--- src/rtl/fpu_chk_fifo.sv ---
// Generic synchronous FIFO, DEPTH entries of W bits, head visible combinationally.
// Latency: a push is readable after the next clock edge (no bypass).
// Backpressure: pushes while full and pops while empty are dropped; clr wins over both.
// Ports: clk_i/rst_i (async, active-high), clr_i sync flush, wr_en_i/wr_data_i push,
//        rd_en_i pop, rd_data_o head entry, full_o/empty_o status.
module fpu_chk_fifo #(
  parameter int DEPTH = 8,
  parameter int W     = 32
) (
  input  logic         clk_i,
  input  logic         rst_i,
  input  logic         clr_i,
  input  logic         wr_en_i,
  input  logic [W-1:0] wr_data_i,
  input  logic         rd_en_i,
  output logic [W-1:0] rd_data_o,
  output logic         full_o,
  output logic         empty_o
);

  localparam int AW = $clog2(DEPTH);
  localparam int PW = AW + 1;

  // Pointers carry one extra wrap bit so full and empty are distinguishable.
  logic [PW-1:0] wr_ptr_q, wr_ptr_d;
  logic [PW-1:0] rd_ptr_q, rd_ptr_d;
  logic [W-1:0]  mem_q [DEPTH];
  logic          push, pop;

  assign empty_o = (wr_ptr_q == rd_ptr_q);
  assign full_o  = (wr_ptr_q[AW] != rd_ptr_q[AW]) &&
                   (wr_ptr_q[AW-1:0] == rd_ptr_q[AW-1:0]);

  assign push = wr_en_i && !full_o  && !clr_i;
  assign pop  = rd_en_i && !empty_o && !clr_i;

  always_comb begin
    wr_ptr_d = wr_ptr_q;
    rd_ptr_d = rd_ptr_q;
    if (clr_i) begin
      wr_ptr_d = '0;
      rd_ptr_d = '0;
    end else begin
      if (push) wr_ptr_d = wr_ptr_q + PW'(1);
      if (pop)  rd_ptr_d = rd_ptr_q + PW'(1);
    end
  end

  always_ff @(posedge clk_i or posedge rst_i) begin
    if (rst_i) begin
      wr_ptr_q <= '0;
      rd_ptr_q <= '0;
    end else begin
      wr_ptr_q <= wr_ptr_d;
      rd_ptr_q <= rd_ptr_d;
    end
  end

  // Storage needs no reset: entries are only read once written.
  always_ff @(posedge clk_i) begin
    if (push) mem_q[wr_ptr_q[AW-1:0]] <= wr_data_i;
  end

  assign rd_data_o = mem_q[rd_ptr_q[AW-1:0]];

endmodule

--- config.mk ---
export PLATFORM = sky130hd
export DESIGN_NAME = fpu_chk_fifo
export DESIGN_NICKNAME = d
export VERILOG_FILES = /design/src/rtl/fpu_chk_fifo.sv
export SDC_FILE = /design/constraint.sdc
export NUM_CORES = 1
export LEC_CHECK = 0
export ABC_AREA = 1
export ABC_CLOCK_PERIOD_IN_PS = 3400
export CAP_MARGIN = 20
export CORE_ASPECT_RATIO = 0.8
export CORE_UTILIZATION = 45
export DETAILED_ROUTE_END_ITERATION = 6
export HOLD_SLACK_MARGIN = 0.12
export PLACE_DENSITY = 0.62
export RECOVER_POWER = 100
export SLEW_MARGIN = 20
export SYNTH_ARGS = -nofsm -noshare
export SYNTH_HDL_FRONTEND = slang
export SYNTH_SLANG_ARGS = --single-unit
--- constraint.sdc ---
create_clock -name clk_i -period 3.4 [get_ports clk_i]
set_input_delay 0.68 -clock clk_i [delete_from_list [all_inputs] [get_ports clk_i]]
set_output_delay 0.68 -clock clk_i [all_outputs]
set_load 0.03 [all_outputs]
## Word-level counts from Yosys, hierarchy flattened

Memory sizes are Yosys's and may differ from the RTL's.
Cells that the tools add are included.

- Register bits: 8
- Latch bits: 0
- Memory bits (writable): 256
- Memory bits (read-only): 0
- Memories kept: 1

Memory list:

| name | depth | width | rd ports | clocked after memory_dff | write ports | RTL line | text |
|---|---|---|---|---|---|---|---|
| mem_q | 8 | 32 | 1 | 0 | 1 | 27 | `logic [W-1:0] mem_q [DEPTH];` |

- $add $sub $neg: 2
- $mul: 0
- Divide/modulo/power cells: 0
- Order comparisons: 0
- Equality and inequality tests: 3
- Shift operators: 0
- Multiplexer cells: 6
- Bitwise logic cells: 0
- Reduce and logical (&&, ||, !) cells: 10

Operators by type and width:

| kind | count |
|---|---|
| 2-to-1 mux 4 bit | 4 |
| adder 4 x 1 -> 4 bit (second input constant) | 2 |
| logical AND 1 bit | 5 |
| == test 4 bit | 1 |
| nonzero test 2 bit | 2 |
| == test 3 bit | 1 |
| zero test 1 bit | 3 |
| 2-to-1 mux 1 bit | 2 |
| != test 1 bit | 1 |

## Logic depth before layout (Yosys ltp)

Gate-level depths: netlist of run 1.

- Depth in word-level cells: 7
- Depth in mapped cells: 10
- Mapped depth without buffers: 9

## Least setup slack after synthesis of run 1

Ideal clock, no wire load.

- Path type: reg2reg
- Start point: reg rd_ptr_q[0]
- End point: mem mem_q[0][0], enable pin
- Arrival: 2.409 ns
- Slack: 0.570 ns
- Cell stages (with the launch flop): 8
- Path buffers: 1
- Clock period less this slack: 2.830 ns
- Cells stage by stage: dfrtp_1 -> buf_6 -> inv_4 -> nand2_1 -> nand2_1 -> nand4_4 -> nand3_2 -> nor2_1

- Word-level cells in the longest chain between the ends: 7

Ends and longest elaborated chain:

| what | RTL line | text |
|---|---|---|
| from (decl) | 26 | `logic [PW-1:0] rd_ptr_q, rd_ptr_d;` |
| from (signal assigned) | 55 | `rd_ptr_q <= rd_ptr_d;` |
| == test 3 bit | 32 | `(wr_ptr_q[AW-1:0] == rd_ptr_q[AW-1:0]);` |
| logical AND 1 bit | 31 | `assign full_o = (wr_ptr_q[AW] != rd_ptr_q[AW]) &&` |
| zero test 1 bit | 34 | `assign push = wr_en_i && !full_o && !clr_i;` |
| logical AND 1 bit (2 in a row) | 34 |  |
| 2-to-1 mux 1 bit | 61 | `if (push) mem_q[wr_ptr_q[AW-1:0]] <= wr_data_i;` |
| 2-to-1 mux 1 bit (not written as such) | 61 |  |
| to (decl) | 27 |  |

No other way between the ends.

## Worst setup path after layout of run 1

- Start point: reg rd_ptr_q[0]
- End point: out rd_data_o[18]

- Word-level cells in the longest chain between the ends: 1

Ends and longest elaborated chain:

| what | RTL line | text |
|---|---|---|
| memory (8 x 32 bit) | n/a |  |
| to (decl) | 16 | `output logic [W-1:0] rd_data_o,` |

No other way between the ends.

==> reports/qor.csv, run 1 <==
metric,value,unit
wl,22900,um
drive_gt1_share,12.82,%
power_leakage,4.267,nW
core-area,22750,um2
die_y,139.1,um
clkTransAtPathRegs,0.06,ns
final_cell_area,12270,um2
worstSetupPathType,reg -> out,
clock_power_share,39.2,%
syn_inst,813,
slew_viol_final,0,
vias_per_cell,5.417,
num_vias,6517,
final_util,53.95,%
power_density,612.5,nW/um2
diodes,0,
post_cts_buffers,0,
nets,918,
dieWidth,173.3,um
numCtsBuffers,27,
p_comb_share,12.4,%
clock_sinks,264,
fin_crit_sh,96.01,%
hpwl,12620,um
ys_types,26,
rsz0062_at_grt,false,
clk_latency,0.54,ns
antenna_found_initial,0,
p_int,0.005607,W
avgSynthCellArea,13.00,um2
fmax,0.3063,GHz
io_pins,71,
post_cts_resized,0,
grt-busiest-layer,met1,
max_cap_viol_count,0,
cp.arrival,2.58,ns
drtPass1Iterations,5,
grt_max_degree,77,
syn_nets,852,
cts_buffer_depth,3,
end_kind,primary output,
ys_ff_latch,264,
initial_utilization,46.47,%
timing.hold.ws,0.5469,ns
syn_area,10570,um2
port_buffers,70,
switching_share,25.40,%
gp_congestion,0.7708,
grt-ovfl-total,0,
finalHoldViolCount,0,
critPathMaxFanout,48,
gr-usage-met1,29.38,%
worst_slew_margin_rel,30.06,%
finalCriticalPeriod,3.264,ns
seq_power_share,48.4,%
place_area,11420,um2
synth_edf_count,256,
ant_nets,0,
grt_pass1_vias,6212,
syn_to_final_growth,16.10,%
drt_iter0_drc,632,
cts-hold-fix-buffers,0,
grt.met2_usage,28.30,%
async_reset_ff_share,3.030,%
setup_viol,0,
seq_area_frac_synth,74.63,%
vdd_drop_max,0.0003626,V
row_count,49,
htreeDepth,1,
cts_root_buffer,clkbuf_16,
hp-class,in -> async,
grt_pass1_wl,35480,um
yosysWarnings,0,
grt_use_met3,2.906,%
wl_per_cell,19.04,um
status,completed,
drc,0,
power_switching,0.001909,W
die-area,24110,um2
cts_tree,built,
track_usage,18.98,%
required,2.72,ns
worst_pin_slew,1.047,ns
timing.setup.tns,0,ns
clock_skew,0.006917,ns
synth_flop_cell,edfxtp_1,
cp-start-kind,flop,
==> final timing paths <==
kind                       slack (ns)         from       endpoint  depth (start not counted)
max                              0.14  rd_ptr_q[0]  rd_data_o[18]                          7
min                              0.55        rst_i    wr_ptr_q[3]                          2
max reg2reg                      0.28  rd_ptr_q[1]   mem_q[3][11]                          9
min reg2reg                      0.55  wr_ptr_q[3]    wr_ptr_q[3]                          2
max in group asynchronous        2.55        rst_i    rd_ptr_q[0]                          2
min in group clk_i               0.55  wr_ptr_q[3]    wr_ptr_q[3]                          2
==> synthesized netlist by cell type (4+ instances only) <==
cell | number | area share (%)
buf_2 | 19 | 0.90
buf_6 | 12 | 1.3
clkbuf_1 | 15 | 0.53
dfrtp_1 | 8 | 1.9
edfxtp_1 | 256 | 73
inv_1 | 6 | 0.21
inv_2 | 6 | 0.21
nand2_1 | 118 | 4.2
nand3_1 | 15 | 0.71
nand4_1 | 8 | 0.47
nor2_1 | 138 | 4.9
o21ai_0 | 83 | 3.9
o21ai_1 | 30 | 1.4
o21ai_2 | 15 | 1.2
o22ai_1 | 64 | 3.8
xor2_1 | 4 | 0.33
==> cells in the final DEF (no fill, tap or decap), drive strengths merged <==
cell / n
edfxtp: 256
nor2: 138
o21ai: 128
nand2: 121
o22ai: 64
clkbuf: 64
dlygate4sd3: 33
buf: 22
nand3: 16
inv: 14
clkinv: 11
nand4: 9
dfrtp: 8
xor2: 4
bufinv: 3
clkdlybuf4s50: 3
ha: 2
a21oi: 1
==> registers in the layout (all words and copies together), names as in the netlist <==
signal and flops:
mem_q 256, rd_ptr_q 4, wr_ptr_q 4
==> kinds of logic (layout without fill, tap and decap cells) <==
logic type	count (synthesis)	after routing	share of synthesized area, %
xor+xnor	4	4	0.3314
flops	264	264	74.63
compound gates	193	193	10.43
fa+ha+maj	2	2	0.2367
simple gates	284	284	10.75
buf+inv	66	150	3.622
==> area by class of cell <==
cell class,count,area (um2)
Timing Repair Buffer,89,748.2
Inverter,14,57.56
Clock inverter,14,156.4
Tap cell,306,382.9
Sequential cell,264,7894
Fill cell,1883,10480
Clock buffer,33,718.2
Multi-Input combinational cell,483,2313
==> per-layer routing <==
layer | vias up | share of wire (%)
met5 | - | 0
met4 | 0 | 1.8
met1 | 3199 | 50
met2 | 185 | 43
li1 | 3103 | -
met3 | 30 | 5.6
==> critical path, stage by stage (launching register included) <==
cell and delay (ns):
dfrtp_4 0.51, inv_6 0.32, clkbuf_4 0.47, nor2_1 0.07
o22ai_1 0.27, nand2_1 0.08, nand2_1 0.09, buf_2 0.20
==> power by group through the flow <==
stage | Sequential (W) | Combinational [W] | Clock, W
final | 0.00364 | 0.000930 | 0.00295
after detailed placement | 0.00371 | 0.000991 | 0
after global placement | 0.00371 | 0.000983 | 0
after floorplan | 0.00370 | 0.000674 | 0
after global routing | 0.00364 | 0.00102 | 0.00311
after CTS | 0.00364 | 0.000993 | 0.00298
==> per-stage QoR <==
step                power [W]  cells  setup WS (ns)
global placement     0.004690   1150         0.5089
CTS                  0.007612   1197         0.1210
detailed placement   0.004700   1150         0.4968
floorplan            0.004373    813         0.5698
finish               0.007516   1203         0.1356
global route         0.007773   1203        0.03111
Note: power is estimated with default switching activity, not from simulation.
==> run 2: changes to the inputs <==
CORE_UTILIZATION = 25   (was 45)
PLACE_DENSITY = unset   (was 0.62)
==> reports/qor.csv, run 2 (synthesis results as in run 1) <==
metric,value,unit,change
power_leakage,4.264,nW,was 4.267 nW
place_area,11770,um2,"was 11,420 um2"
grt-ovfl-total,0,,unchanged
fin_ws,0.1663,ns,was 0.1356 ns
finalCriticalPeriod,3.234,ns,was 3.264 ns
clock_sinks,264,,unchanged
nets,916,,was 918
multi_input_area,2321,um2,was 2313 um2
setup_viol,0,,unchanged
final_cell_area,12510,um2,"was 12,270 um2"
numCtsBuffers,27,,unchanged
critPathMaxFanout,129,,was 48
timing.setup.tns,0,ns,unchanged
die-area,43110,um2,"was 24,110 um2"
required,2.72,ns,about the same
final_util,30.43,%,was 53.95%
worstSetupPathType,reg -> out,,unchanged
holdPathStages,2,,
clkTransAtPathRegs,0.07,ns,was 0.06 ns
final_cell_mix,"256 x edfxtp_1, 130 x nor2_1, 119 x nand2_1",,"was 256 x edfxtp_1, 130 x nor2_1, 120 x nand2_1"
cts-hold-fix-buffers,0,,unchanged
end_kind,primary output,,unchanged
grt_max_degree,130,,was 77
drive_gt1_share,13.97,%,was 12.82%
initial_utilization,25.70,%,was 46.47%
finalHoldViolCount,0,,unchanged
worst_pin_slew,1.172,ns,was 1.047 ns
max_cap_viol_count,0,,unchanged
cts_tree,built,,unchanged
cp-start-kind,flop,,unchanged
p_total,0.007458,W,was 0.007516 W
status,completed,,unchanged
drtPass1Iterations,5,,unchanged
timing.rr.end,mem_q[4][31],,was mem_q[3][11]
clk_latency,0.54,ns,about the same
gp_congestion,0.7632,,was 0.7708
vdd_drop_max,0.0003624,V,was 0.0003626 V
ant_nets,0,,unchanged
largest_reg_flops,256,,unchanged
num_vias,6477,,"was 6,517"
wl,25980,um,"was 22,900 um"
reg2regPathDepth,8,,was 9
hp-class,reg -> reg,,was in -> async
grt_pass1_wl,39700,um,"was 35,480 um"
core-area,41120,um2,"was 22,750 um2"
wl_per_cell,18.04,um,was 19.04 um
regArea,7894,um2,unchanged
worst_slew_margin_rel,21.81,%,was 30.06%
nFillCells,4140,,"was 1,883"
worstReg2RegStart,rd_ptr_q[0],,was rd_ptr_q[1]
hpwl,14480,um,"was 12,620 um"
holdCritStartpoint,rd_ptr_q[3],,
fin_crit_sh,95.11,%,was 96.01%
cp.arrival,2.55,ns,was 2.58 ns
rsz0062_at_grt,false,,unchanged
port_buffers,70,,unchanged
row_count,66,,was 49
fmax,0.3092,GHz,was 0.3063 GHz
vias_per_cell,4.498,,was 5.417
drc,0,,unchanged
htreeDepth,1,,unchanged
slew_viol_final,0,,unchanged
rrSetupSlack,0.23,ns,was 0.28 ns
dieWidth,231.9,um,was 173.3 um
power_density,596.0,nW/um2,was 612.5 nW/um2
drt_iter0_drc,591,,was 632
syn_to_final_growth,18.40,%,was 16.10%
clock_skew,0.02313,ns,was 0.006917 ns
place_ws,0.3514,ns,was 0.4968 ns
grt_pass1_vias,6374,,"was 6,212"
track_usage,12.15,%,was 18.98%
io_pins,71,,unchanged
cts_buffer_depth,3,,unchanged
final_common_cell,edfxtp_1,,unchanged
cts_root_buffer,clkbuf_16,,unchanged
worstHoldEndpoint,rd_ptr_q[3],,
antenna_found_initial,2,,was 0
die_y,185.9,um,was 139.1 um
==> run 2: critical path: stages, from the launching register on <==
cell      delay (ns)
dfrtp_4         0.64
inv_4           0.12
buf_12          0.47
o21ai_0         0.16
o22ai_1         0.23
nand2_1         0.08
nand2_1         0.09
clkbuf_4        0.19
==> run 2: area by class of cell <==
type,count,share of cell area (%)
flip-flops and latches,264,63.08
multi-input cells,483,18.55
clock buffers,36,6.169
repair buffers,87,5.649
well taps,544,5.439
clock inverters,11,0.6499
inverters,14,0.4400
diodes,1,0.02000
==> run 2: through the flow <==
| stage | hold slack, ns | std cells |
|---|---|---|
| 2_1_floorplan | 0.4928 | 813 |
| 3_3_place_gp | 0.5148 | 1392 |
| 3_5_place_dp | 0.5350 | 1392 |
| 4_1_cts | 0.4919 | 1439 |
| 5_1_grt | 0.5812 | 1439 |
| 6_report | 0.5547 | 1440 |
==> run 2: worst max-delay path by stage <==
| stage | startpoint | to | slack [ns] | cells past startpoint |
|---|---|---|---|---|
| final | rd_ptr_q[0] | rd_data_o[6] | 0.17 | 7 |
| after global routing | rd_ptr_q[0] | mem_q[5][23] | 0.01 | 8 |
| after CTS | rd_ptr_q[1] | rd_data_o[6] | 0.05 | 7 |
| after detailed placement | wr_en_i | mem_q[7][19] | 0.35 | 5 |
| after global placement | wr_en_i | mem_q[7][21] | 0.35 | 5 |
| after floorplan | rd_ptr_q[0] | mem_q[0][0] | 0.57 | 7 |
==> run 2: repair_timing <==
item / CTS / global route
gates resized for setup: 0 / 2
setup endpoints to repair: 0 / 13
buffers inserted: 0 / 0
==> run 2: routing by layer <==
layer	global-route usage, %	routed length, um	up-vias
li1	-	-	3094
met1	17.19	12360	3197
met4	2.658	395	0
met3	1.915	1278	28
met5	0	0	-
met2	19.53	11950	158
==> run 2: report_power, final <==
group	internal, W	switching (W)	total (W)
clock network	0.00166	0.00121	0.00287
registers	0.00362	0.0000378	0.00365
logic	0.000272	0.000665	0.000937
==> run 3: changes to the inputs <==
CORE_MARGIN = 1.5   (was unset)
==> reports/qor.csv, run 3 (synthesis results as in run 1) <==
metric,value,unit,change
status,completed,,unchanged
antenna_found_initial,2,,unchanged
nets,919,,was 916
core-area,41830,um2,"was 41,120 um2"
regArea,7894,um2,unchanged
holdPathStages,2,,unchanged
numCtsBuffers,27,,unchanged
wl_per_cell,17.79,um,was 18.04 um
clk_latency,0.54,ns,about the same
ant_nets,0,,unchanged
vdd_drop_max,0.0003193,V,was 0.0003624 V
clock_sinks,264,,unchanged
worstPathCellList,"inv_2, buf_4, o21ai_0, o22ai_1, nand2_1, nand2_1, buf_4",,"was inv_4, buf_12, o21ai_0, o22ai_1, nand2_1, nand2_1, clkbuf_4"
grt_pass1_wl,39060,um,"was 39,700 um"
reg2regPathDepth,8,,unchanged
power_density,595.5,nW/um2,was 596.0 nW/um2
max_cap_viol_count,0,,unchanged
finalHoldViolCount,0,,unchanged
vias_per_cell,4.494,,was 4.498
finalCriticalPeriod,3.191,ns,was 3.234 ns
timing.rr.end,mem_q[3][17],,was mem_q[4][31]
multi_input_area,2333,um2,was 2321 um2
nFillCells,4159,,"was 4,140"
worst_pin_slew,1.047,ns,was 1.172 ns
slew_viol_final,0,,unchanged
syn_to_final_growth,18.93,%,was 18.40%
die-area,43530,um2,"was 43,110 um2"
dieWidth,232.9,um,was 231.9 um
worstHoldEndpoint,rd_ptr_q[3],,unchanged
wl,25840,um,"was 25,980 um"
rsz0062_at_grt,false,,unchanged
end_kind,primary output,,unchanged
power_leakage,4.275,nW,was 4.264 nW
cts_buffer_depth,3,,unchanged
cp.arrival,2.51,ns,was 2.55 ns
track_usage,11.63,%,was 12.15%
grt-ovfl-total,0,,unchanged
cp-start-kind,flop,,unchanged
post_cts_buffers,0,,unchanged
holdCritStartpoint,rd_ptr_q[3],,unchanged
hpwl,14440,um,"was 14,480 um"
drive_gt1_share,13.21,%,was 13.97%
cts-hold-fix-buffers,0,,unchanged
htreeDepth,1,,unchanged
gp_congestion,0.6993,,was 0.7632
slowest_stage,buf_4,,was dfrtp_4
post_cts_resized,0,,unchanged
clock_skew,0.01553,ns,was 0.02313 ns
cts_tree,built,,unchanged
fin_ws,0.2089,ns,was 0.1663 ns
critPathMaxFanout,64,,was 129
die_y,186.9,um,was 185.9 um
hp-class,reg -> reg,,unchanged
largest_reg_flops,256,,unchanged
num_vias,6530,,"was 6,477"
diodes,0,,was 1
cts_root_buffer,clkbuf_16,,unchanged
place_ws,0.3196,ns,was 0.3514 ns
initial_utilization,25.27,%,was 25.70%
row_count,67,,was 66
fmax,0.3134,GHz,was 0.3092 GHz
drc,0,,unchanged
required,2.72,ns,about the same
io_pins,71,,unchanged
timing.setup.tns,0,ns,unchanged
drtPass1Iterations,6,,was 5
final_common_cell,edfxtp_1,,unchanged
worstSetupPathType,reg -> out,,unchanged
slowest_delay,0.68,ns,was 0.64 ns
grt_pass1_vias,6247,,"was 6,374"
worstReg2RegStart,wr_ptr_q[0],,was rd_ptr_q[0]
worst_slew_margin_rel,30.02,%,was 21.81%
drt_iter0_drc,434,,was 591
clkTransAtPathRegs,0.06,ns,was 0.07 ns
grt_max_degree,130,,unchanged
fin_crit_sh,93.86,%,was 95.11%
final_cell_mix,"256 x edfxtp_1, 130 x nor2_1, 120 x nand2_1",,"was 256 x edfxtp_1, 130 x nor2_1, 119 x nand2_1"
port_buffers,70,,unchanged
setup_viol,0,,unchanged
rrSetupSlack,0.28,ns,was 0.23 ns
## run 3: cell types whose count changed in the layout (fill, tap and decap cells not counted), sizes merged
cell and delta:
bufinv +2, inv +1, clkinv +4, buf +3, clkbuf -5, clkinvlp +1
diode -1
## run 3: report_power, final
part           internal, W  switching (W)  total (W)  leakage, nW
Sequential         0.00362      0.0000192    0.00364         2.42
Clock              0.00168        0.00121    0.00289        0.416
Combinational     0.000279       0.000681   0.000960         1.44
Total              0.00558        0.00191    0.00749         4.28
## run 3: critical path, delay by kind of cell, from the launching register on
kind	cells	cell delay, ns
compound gates	2	0.37
buf+inv	3	0.93
simple gates	2	0.23
flops	1	0.43
## run 3: worst max-delay path by stage
stage	startpoint	endpoint	slack (ns)
after floorplan	rd_ptr_q[0]	mem_q[0][0]	0.57
after global placement	wr_en_i	mem_q[6][3]	0.39
after detailed placement	wr_en_i	mem_q[4][8]	0.32
after CTS	rd_ptr_q[1]	rd_data_o[31]	0.20
after global routing	wr_ptr_q[0]	mem_q[3][10]	0.04
final	rd_ptr_q[1]	rd_data_o[12]	0.21
## run 3: cell type report
cell class | count | share of cell area (%)
sequential | 264 | 62.80
multi-input combinational | 483 | 18.56
timing repair buffer | 90 | 5.843
clock buffer | 31 | 5.495
tap | 552 | 5.495
clock inverter | 19 | 1.364
inverter | 14 | 0.4380
## run 3: metal layers
metal	global-route usage (%)	share of wire, %
met3	1.677	3.7
met1	16.81	48
met2	18.44	47
met5	0	0
met4	2.605	1.9
## run 3: per-stage QoR
step                      instances  utilization, %  cell area, um2  hold slack [ns]  power, W
after floorplan                 813               -           10570           0.4928  0.004373
after global placement         1403           28.39           11880           0.5227  0.004766
after detailed placement       1403           28.39           11880           0.5254  0.004767
after CTS                      1453           30.45           12740           0.4857  0.007631
after global routing           1453           30.05           12570           0.5792  0.007750
final                          1453           30.05           12570           0.5364  0.007486
